$ cat src/rtl/fetch_pkg.sv
// Shared types for the instruction fetch slice: widths, fetch FSM states,
// buffered entry layout and a small alignment helper.
package fetch_pkg;

  localparam int XLEN = 32;
  localparam int ILEN = 32;

  typedef enum logic [1:0] {
    REQUEST = 2'd0,
    WAIT    = 2'd1,
    DRAIN   = 2'd2,
    FAULT   = 2'd3
  } fetch_state_t;

  typedef struct packed {
    logic [XLEN-1:0] address;
    logic [ILEN-1:0] instruction;
  } fetch_entry_t;

  function automatic logic is_aligned(input logic [1:0] lsb);
    return lsb == 2'b00;
  endfunction

endpackage

$ cat src/rtl/instruction_fetch_if.sv
// Fetch-side bus bundle: instruction memory request/response plus the
// decode-facing instruction stream. master = fetch unit, slave = environment.
interface instruction_fetch_if #(
  parameter int XLEN = 32
);
  logic            imem_req_valid;
  logic            imem_req_ready;
  logic [XLEN-1:0] imem_req_address;
  logic            imem_resp_valid;
  logic [31:0]     imem_resp_data;
  logic            inst_valid;
  logic            inst_ready;
  logic [31:0]     inst_data;
  logic [XLEN-1:0] inst_address;

  modport master (
    output imem_req_valid, imem_req_address, inst_valid, inst_data, inst_address,
    input  imem_req_ready, imem_resp_valid, imem_resp_data, inst_ready
  );

  modport slave (
    input  imem_req_valid, imem_req_address, inst_valid, inst_data, inst_address,
    output imem_req_ready, imem_resp_valid, imem_resp_data, inst_ready
  );
endinterface

$ cat src/rtl/fetch_buffer.sv
// Synchronous FIFO holding fetched {address, instruction} entries.
// A push into a full buffer is accepted when a pop happens in the same cycle.
module fetch_buffer #(
  parameter  int WIDTH = 64,
  parameter  int DEPTH = 2,
  localparam int AW    = $clog2(DEPTH),
  localparam int CW    = AW + 1
) (
  input  logic             clk,
  input  logic             reset,
  input  logic             flush,
  input  logic             push,
  input  logic [WIDTH-1:0] push_data,
  input  logic             pop,
  output logic [WIDTH-1:0] pop_data,
  output logic             full,
  output logic             empty,
  output logic [CW-1:0]    count
);

  logic [WIDTH-1:0] mem [DEPTH];
  logic [AW-1:0]    rd_ptr, wr_ptr;
  logic             do_push, do_pop;

  assign empty    = (count == '0);
  assign full     = (count == CW'(DEPTH));
  assign do_pop   = pop && !empty;
  assign do_push  = push && (!full || do_pop);
  assign pop_data = mem[rd_ptr];

  // Pointers are exactly AW bits wide, so increments wrap modulo DEPTH.
  always_ff @(posedge clk) begin
    if (reset || flush) begin
      rd_ptr <= '0;
      wr_ptr <= '0;
      count  <= '0;
    end else begin
      if (do_push) wr_ptr <= wr_ptr + AW'(1);
      if (do_pop)  rd_ptr <= rd_ptr + AW'(1);
      count <= count + CW'(do_push) - CW'(do_pop);
    end
  end

  always_ff @(posedge clk) begin
    if (do_push) mem[wr_ptr] <= push_data;
  end

endmodule

$ cat src/rtl/instruction_fetch.sv
// Single-outstanding instruction fetch: requests at the program counter,
// buffers responses for decode, handles redirects and misaligned-PC faults.
module instruction_fetch #(
  parameter int XLEN      = 32,
  parameter int BUF_DEPTH = 2
) (
  input  logic                 clk,
  input  logic                 reset,
  input  logic [XLEN-1:0]      pc_address,
  output logic                 pc_enable_n,
  output logic                 pc_load,
  output logic [XLEN-1:0]      pc_new_address,
  input  logic                 redirect_valid,
  input  logic [XLEN-1:0]      redirect_address,
  output logic                 fetch_fault,
  instruction_fetch_if.master  bus
);
  import fetch_pkg::*;

  localparam int CW = $clog2(BUF_DEPTH) + 1;
  localparam int EW = XLEN + ILEN;

  fetch_state_t    state;
  logic [XLEN-1:0] tag;
  logic            fault_q;

  logic [CW-1:0]   count;
  logic            buf_full, buf_empty;
  logic [EW-1:0]   head;

  logic aligned, in_flight, has_room, req_valid, req_fire;
  logic push, pop;

  assign aligned   = is_aligned(pc_address[1:0]);
  assign in_flight = (state == WAIT) || (state == DRAIN);
  assign has_room  = !buf_full && ((count + CW'(in_flight)) < CW'(BUF_DEPTH));
  assign req_valid = !reset && !redirect_valid && (state == REQUEST) && aligned && has_room;
  assign req_fire  = req_valid && bus.imem_req_ready;

  // A response landing together with a redirect belongs to the old path.
  assign push = (state == WAIT) && bus.imem_resp_valid && !redirect_valid;
  assign pop  = bus.inst_valid && bus.inst_ready;

  assign bus.imem_req_valid   = req_valid;
  assign bus.imem_req_address = pc_address;
  assign bus.inst_valid       = !buf_empty && !reset;
  assign bus.inst_data        = head[ILEN-1:0];
  assign bus.inst_address     = head[EW-1:ILEN];

  assign pc_enable_n    = !req_fire;
  assign pc_load        = redirect_valid && !reset;
  assign pc_new_address = reset ? '0 : redirect_address;
  assign fetch_fault    = fault_q;

  fetch_buffer #(
    .WIDTH (EW),
    .DEPTH (BUF_DEPTH)
  ) u_buf (
    .clk       (clk),
    .reset     (reset),
    .flush     (pc_load),
    .push      (push),
    .push_data ({tag, bus.imem_resp_data}),
    .pop       (pop),
    .pop_data  (head),
    .full      (buf_full),
    .empty     (buf_empty),
    .count     (count)
  );

  always_ff @(posedge clk) begin
    if (reset) begin
      // A request still owed a response must have that response swallowed.
      if (in_flight && !bus.imem_resp_valid) state <= DRAIN;
      else                                   state <= REQUEST;
      tag     <= '0;
      fault_q <= 1'b0;
    end else begin
      unique case (state)
        REQUEST: begin
          if (redirect_valid) begin
            state <= REQUEST;
          end else if (!aligned) begin
            state   <= FAULT;
            fault_q <= 1'b1;
          end else if (req_fire) begin
            state <= WAIT;
            tag   <= pc_address;
          end
        end
        WAIT: begin
          if (bus.imem_resp_valid) state <= REQUEST;
          else if (redirect_valid) state <= DRAIN;
        end
        DRAIN: begin
          if (bus.imem_resp_valid) state <= REQUEST;
        end
        FAULT: begin
          if (redirect_valid) begin
            state   <= REQUEST;
            fault_q <= 1'b0;
          end
        end
        default: state <= REQUEST;
      endcase
    end
  end

endmodule

$ cat src/flat_wrapper.sv
// flat-port wrapper written by rule: the top's interface ports become plain ports
module instruction_fetch_flat import fetch_pkg::*;
#(
  parameter int XLEN      = 32,
  parameter int BUF_DEPTH = 2
)
  (clk, reset, pc_address, pc_enable_n, pc_load, pc_new_address, redirect_valid, redirect_address, fetch_fault, bus_imem_req_valid, bus_imem_req_address, bus_inst_valid, bus_inst_data, bus_inst_address, bus_imem_req_ready, bus_imem_resp_valid, bus_imem_resp_data, bus_inst_ready);
  instruction_fetch_if #(.XLEN(XLEN)) bus_i ();
  input  logic clk;
  input  logic reset;
  input  logic [XLEN-1:0] pc_address;
  output logic pc_enable_n;
  output logic pc_load;
  output logic [XLEN-1:0] pc_new_address;
  input  logic redirect_valid;
  input  logic [XLEN-1:0] redirect_address;
  output logic fetch_fault;
  output wire logic [$bits(bus_i.imem_req_valid)-1:0] bus_imem_req_valid;
  output wire logic [$bits(bus_i.imem_req_address)-1:0] bus_imem_req_address;
  output wire logic [$bits(bus_i.inst_valid)-1:0] bus_inst_valid;
  output wire logic [$bits(bus_i.inst_data)-1:0] bus_inst_data;
  output wire logic [$bits(bus_i.inst_address)-1:0] bus_inst_address;
  input wire logic [$bits(bus_i.imem_req_ready)-1:0] bus_imem_req_ready;
  input wire logic [$bits(bus_i.imem_resp_valid)-1:0] bus_imem_resp_valid;
  input wire logic [$bits(bus_i.imem_resp_data)-1:0] bus_imem_resp_data;
  input wire logic [$bits(bus_i.inst_ready)-1:0] bus_inst_ready;
  assign bus_imem_req_valid = bus_i.imem_req_valid;
  assign bus_imem_req_address = bus_i.imem_req_address;
  assign bus_inst_valid = bus_i.inst_valid;
  assign bus_inst_data = bus_i.inst_data;
  assign bus_inst_address = bus_i.inst_address;
  assign bus_i.imem_req_ready = bus_imem_req_ready;
  assign bus_i.imem_resp_valid = bus_imem_resp_valid;
  assign bus_i.imem_resp_data = bus_imem_resp_data;
  assign bus_i.inst_ready = bus_inst_ready;
  instruction_fetch #(.XLEN(XLEN), .BUF_DEPTH(BUF_DEPTH)) u_core (.clk(clk), .reset(reset), .pc_address(pc_address), .pc_enable_n(pc_enable_n), .pc_load(pc_load), .pc_new_address(pc_new_address), .redirect_valid(redirect_valid), .redirect_address(redirect_address), .fetch_fault(fetch_fault), .bus(bus_i));
endmodule
$ cat config.mk
export PLATFORM = sky130hd
export DESIGN_NAME = instruction_fetch_flat
export DESIGN_NICKNAME = d
export VERILOG_FILES = /design/src/rtl/fetch_pkg.sv /design/src/rtl/instruction_fetch_if.sv /design/src/rtl/fetch_buffer.sv /design/src/rtl/instruction_fetch.sv /design/src/flat_wrapper.sv
export SDC_FILE = /design/constraint.sdc
export NUM_CORES = 1
export LEC_CHECK = 0
export CAP_MARGIN = 20
export CORE_MARGIN = 1.5
export CORE_UTILIZATION = 25
export DETAILED_ROUTE_END_ITERATION = 8
export SKIP_LAST_GASP = 1
export SLEW_MARGIN = 20
export SYNTH_ARGS = -nofsm -noshare
export SYNTH_HDL_FRONTEND = slang
export SYNTH_SLANG_ARGS = --single-unit
$ cat constraint.sdc
create_clock -name clk -period 7.26 [get_ports clk]
set_clock_uncertainty 0.15 [all_clocks]
set_input_delay 1.452 -clock clk [delete_from_list [all_inputs] [get_ports clk]]
set_output_delay 1.452 -clock clk [all_outputs]
set_load 0.03 [all_outputs]
After elaboration in Yosys (flattened, before gate mapping)
Memory sizes are Yosys's and may differ from the RTL's. A register that Yosys moved wholly into a read port is not among the register bits.
Index checks and enable logic that the tools add are counted.

cells by class
  $add $sub $neg = 5
  multipliers = 0
  div/mod/pow operators = 0
  $lt $le $gt $ge = 1
  equality and inequality tests = 11
  shift-type cells = 0
  mux-type cells = 19
  bitwise operators = 1
  reductions and logical operators = 30

operators by type and width
  operator                                                          count
  32-bit 2-to-1 mux                                                 1
  2-bit 2-to-1 mux                                                  9
  1-bit logical AND                                                 14
  4-bit AND reduction                                               3
  2-bit one-hot mux with 4 select lines                             1
  1-bit 2-to-1 mux                                                  7
  2-bit == test (second input constant)                             3
  1-bit logical NOT                                                 6
  2-bit logical NOT                                                 3
  2-bit inequality test (second input constant)                     3
  3-bit inequality test (second input constant)                     2
  5-bit inequality test (second input constant)                     1
  2-bit by 1-bit adder with 2-bit output                            2
  4-bit inequality test (second input constant)                     1
  1-bit logical OR                                                  3
  1-bit adder (second input constant)                               2
  2-bit by 1-bit == test with 1-bit output (second input constant)  1
  2-bit < comparator (second input constant)                        1
  1-bit one-hot mux with 2 select lines                             1
  2-bit nonzero test                                                1
  2-bit by 1-bit subtractor with 2-bit output                       1
  1-bit inverter                                                    1

word-level totals
  register bits = 39
  latch bits = 0
  bits in writable memories = 128
  ROM bits = 0
  bits of input ports = 102
  output and inout port bits = 133
  logic and storage cells = 74
  memories = 1

memories
  memory            depth  width  read ports  clocked after Yosys merged registers in  wr ports  RTL line            text
  u_core.u_buf.mem  2      64     1           1                                        1         fetch_buffer.sv:21  logic [WIDTH-1:0] mem [DEPTH];

Logic depth before layout (Yosys ltp)
  depth after elaboration = 12
  mapped depth = 11
  gate-level depth less buffers = 11

Hierarchy
A second synthesis with hierarchy kept.

second synthesis, totals
  cell total of the unflattened synthesis = 475
  area total of the unflattened synthesis = 7058.0 µm²

modules (own cells, without submodules)
  module             instances  cells an instance  area each (µm²)  seq. area each (µm²)
  fetch_buffer       1          232                4858.4           3943.8
  instruction_fetch  1          243                2199.6           720.7

Worst setup path before layout
OpenSTA, ideal clock, no wires.

  path kind = input port to flip-flop
  from = in reset
  to = mem u_core.u_buf.mem[0][0], enable pin
  setup time = 0.486 ns
  data arrival time = 4.778 ns
  required time = 6.624 ns
  setup slack = 1.846 ns
  stages on the path = 5
  buffers on the path = 1
  cell sequence = buf_2 nand2b_4 a31oi_1 nand2_1 nor2_1

between the ends
  longest elaborated chain between the ends = 8

ends and longest elaborated chain
  element                                 RTL line                 text
  start, declared                         flat_wrapper.sv:10       input logic reset;
  1-bit logical NOT                       instruction_fetch.sv:46  assign bus.inst_valid = !buf_empty && !reset;
  1-bit logical AND                       instruction_fetch.sv:46
  1-bit logical AND                       instruction_fetch.sv:42  assign pop = bus.inst_valid && bus.inst_ready;
  1-bit logical AND                       fetch_buffer.sv:27       assign do_pop = pop && !empty;
  1-bit logical OR                        fetch_buffer.sv:28       assign do_push = push && (!full || do_pop);
  1-bit logical AND                       fetch_buffer.sv:28
  1-bit 2-to-1 mux                        fetch_buffer.sv:45       if (do_push) mem[wr_ptr] <= push_data;
  1-bit 2-to-1 mux (not written as such)  fetch_buffer.sv:45
  end, declared                           fetch_buffer.sv:21

Every way passes these cells.

Final worst setup path
  from = in redirect_valid
  to = out pc_enable_n

between the ends
  longest elaborated chain between the ends = 7

ends and longest elaborated chain
  element                         RTL line                 text
  start, declared                 flat_wrapper.sv:15       input logic redirect_valid;
  1-bit logical NOT               instruction_fetch.sv:37  assign req_valid = !reset && !redirect_valid && (state == REQUEST) && aligned && has_room;
  1-bit logical AND (4 in a row)  instruction_fetch.sv:37
  1-bit logical AND               instruction_fetch.sv:38  assign req_fire = req_valid && bus.imem_req_ready;
  1-bit logical NOT               instruction_fetch.sv:50  assign pc_enable_n = !req_fire;
  end, declared                   flat_wrapper.sv:12       output logic pc_enable_n;

Every way passes these cells.

==> metrics <==
final hold vios 0; post-CTS sizing 0; vias in the first global route 4666; vias per inst 4.30; Final Critical Period 5310 ps; core box area 26900 um^2; Initial Utilization 25.3%; Worst EP required ~5700 ps; CP max-delay cell and3_2; synthesized cell area 6810 um^2; status finished clean; post-DP HPWL 10700 um; htree depth 4; main combinational cell family by area after synthesis multiplexers; ys async rst share 0%; top post-synthesis cells by area edfxtp_1 (57%), dfxtp_1 (11%), mux2_2 (11%); Top FF cell, synth edfxtp_1; Die Span X approximately 170 um; antenna violations before repair 1; largest net degree at the start of global routing 74; Post-synth EDFFs 130; Least-Margin Pin Slew 992 ps; final setup fails 0; peak supply drop 0.134 mV; final WL around 16000 um; #FFs+latches synth 168; Rel. slew slack 33.9%; row cnt 60; DR iter-0 viols 274; grt total ovfl 0; Slew Viols, Final 0; PD cells 232 nW/um^2; gr usage total 11.7%; CP Max Fanout 32; Post-CTS Setup Bufs 0; worst path cell trace clkdlybuf4s50_1 -> nor2_2 -> and3_2 -> nand2_1 -> clkdlybuf4s50_1; Ports ~240; P_leak 3.24 nW; top cell type's share of synthesized area 57.3%; CTS root buf clkbuf_16; ANT nets after route 0; detailed-route DRC error count 0; worst hold slack 293 ps; clk_lat worst skew 420 ps; fmax 188 MHz; port bufs 234; Fin Setup TNS 0 ps; unrepaired setup endpoints after global routing no; Final #Nets 780; first-pass GRT wire length 24800 um; total number of vias between 4k and 5k; Max Cap Violations 0; Worst Path Arrival around 3700 ps; Hold WC Path Type flop to flop; register area share after synthesis 68.5%; CP dominant cell by count clkdlybuf4s50_1; Synth-to-Final Area Change 44.4%; slowest cell delay on critical path 650 ps; CP top delay family buffers and inverters; Adder-Cell Fraction of Synth Area 1.29%; routed len/inst 15.9 um; synth cell count leaders edfxtp_1 (130), mux2_2 (65), dfxtp_1 (38); TritonCTS clock tree built; top-count cell post-synth edfxtp_1; CP Class input port to output pin; critical path launch point type input port; CP endpoint kind output pin; Period Utilization, post-route 73.1%; Syn Nets 583; mux cell area share after synthesis 10.9%; Clock Path Buffers 2; Clock transition at path regs 70 ps; syn avg cell area 14.4 um^2; Yosys top cell by area edfxtp_1; Post-CTS Hold Fix Bufs 0; ratio of cells with drive above 1 in the final layout 16.2%; Synth Area in Compound Gates roughly 5.3%; Syn Inst Count between 400 and 500; library cells used by synthesis 31; TritonCTS Sinks 168; number of fill cells in the layout roughly 2.7k; yosys warns 0; DRT Pass-1 Iters 4; simple-gate portion of the synthesized area between 7 and 8%; CP bufs+invs 2; Post-Synth XOR/XNOR Area 0.643%; RD Place Congestion 0.728; Inserted Clock Buffers 17; die area 28200 um^2; chip height between 150 and 200 um
## power by group
part	switching (mW)	internal, mW
combinational	0.185	0.156
sequential	0.0126	1.07
clock	0.408	0.454
## sequential cells by signal (all words and copies together) (netlist names), named ones only
signal,flops
u_core.u_buf.count,2
u_core.u_buf.mem,128
u_core.fetch_fault,1
u_core.u_buf.wr_ptr,1
u_core.tag,32
u_core.state,2
u_core.u_buf.rd_ptr,1
## area by class of cell
type                       instances  area [um^2]  share of cell area, %
clock inverter                    15          134                   1.36
clock buffer                      17          425                   4.33
sequential                       168         4670                   47.5
multi-input combinational        237         1760                   17.9
antenna                            1         2.50                 0.0254
timing repair buffer             239         2390                   24.3
inverter                           8         30.0                  0.305
tap                              341          427                   4.34
## metrics by stage
stage / worst slack (ps) / instance area, um^2 / total power, mW / utilization (%) / instances
after global routing: 1800 / 9830 / 2.38 / 36.6 / 1025
after global placement: 1970 / 9250 / 1.44 / 34.4 / 992
after floorplan: 1850 / 6810 / 1.29 / - / 474
final: 1950 / 9830 / 2.28 / 36.6 / 1026
after detailed placement: 1940 / 9270 / 1.45 / 34.5 / 993
after CTS: 1940 / 9830 / 2.32 / 36.6 / 1025
## worst paths after layout
kind / from / endpoint / slack (ps) / cells past startpoint
max: redirect_valid / pc_enable_n / 1950 / 5
min: u_core.tag[15]$_SDFFE_PP0P_ / u_core.u_buf.mem[1][47]$_DFFE_PP_ / 290 / 0
max reg2reg: u_core.state[1]$_DFFE_PP_ / u_core.u_buf.mem[0][55]$_DFFE_PP_ / 4610 / 7
min reg2reg: u_core.tag[15]$_SDFFE_PP0P_ / u_core.u_buf.mem[1][47]$_DFFE_PP_ / 290 / 0
## cells by family after synthesis
logic type | count (synthesis)
and+or+nand+nor | 90
xor gates and xnor gates | 5
DFF | 168
adders and majority gates | 7
buffers and inverters | 69
muxes | 66
AOI/OAI and AO/OA | 69
## routing by layer
| metal | vias to the layer above | part of all wire [%] | GRT usage, % |
|---|---|---|---|
| met4 | 0 | 1.5 | 4.03 |
| met1 | 2112 | 40 | 12.8 |
| met5 | - | 0 | 0 |
| li1 | 2095 | - | - |
| met3 | 17 | 7.1 | 3.78 |
| met2 | 183 | 51 | 21.2 |
## cell usage in the layout (no fill, tap or decap), types with 2 or more instances in the layout
master             n
mux2_2            65
clkdlybuf4s50_1  233
xnor2_1            3
inv_8              5
and2_1             2
inv_6              5
a22oi_1            2
nand3_1           31
dfxtp_1           37
nor3_1             4
edfxtp_1         130
xor2_1             2
clkbuf_16         17
clkinv_2           2
o21ai_0           31
inv_1              8
and3_1             2
nor2b_1           33
buf_4              4
a21oi_1           32
nor2_1             7
nand2_1            4
ha_1               7
clkinvlp_4         2
No activity file was read; power rests on OpenSTA's default activity.
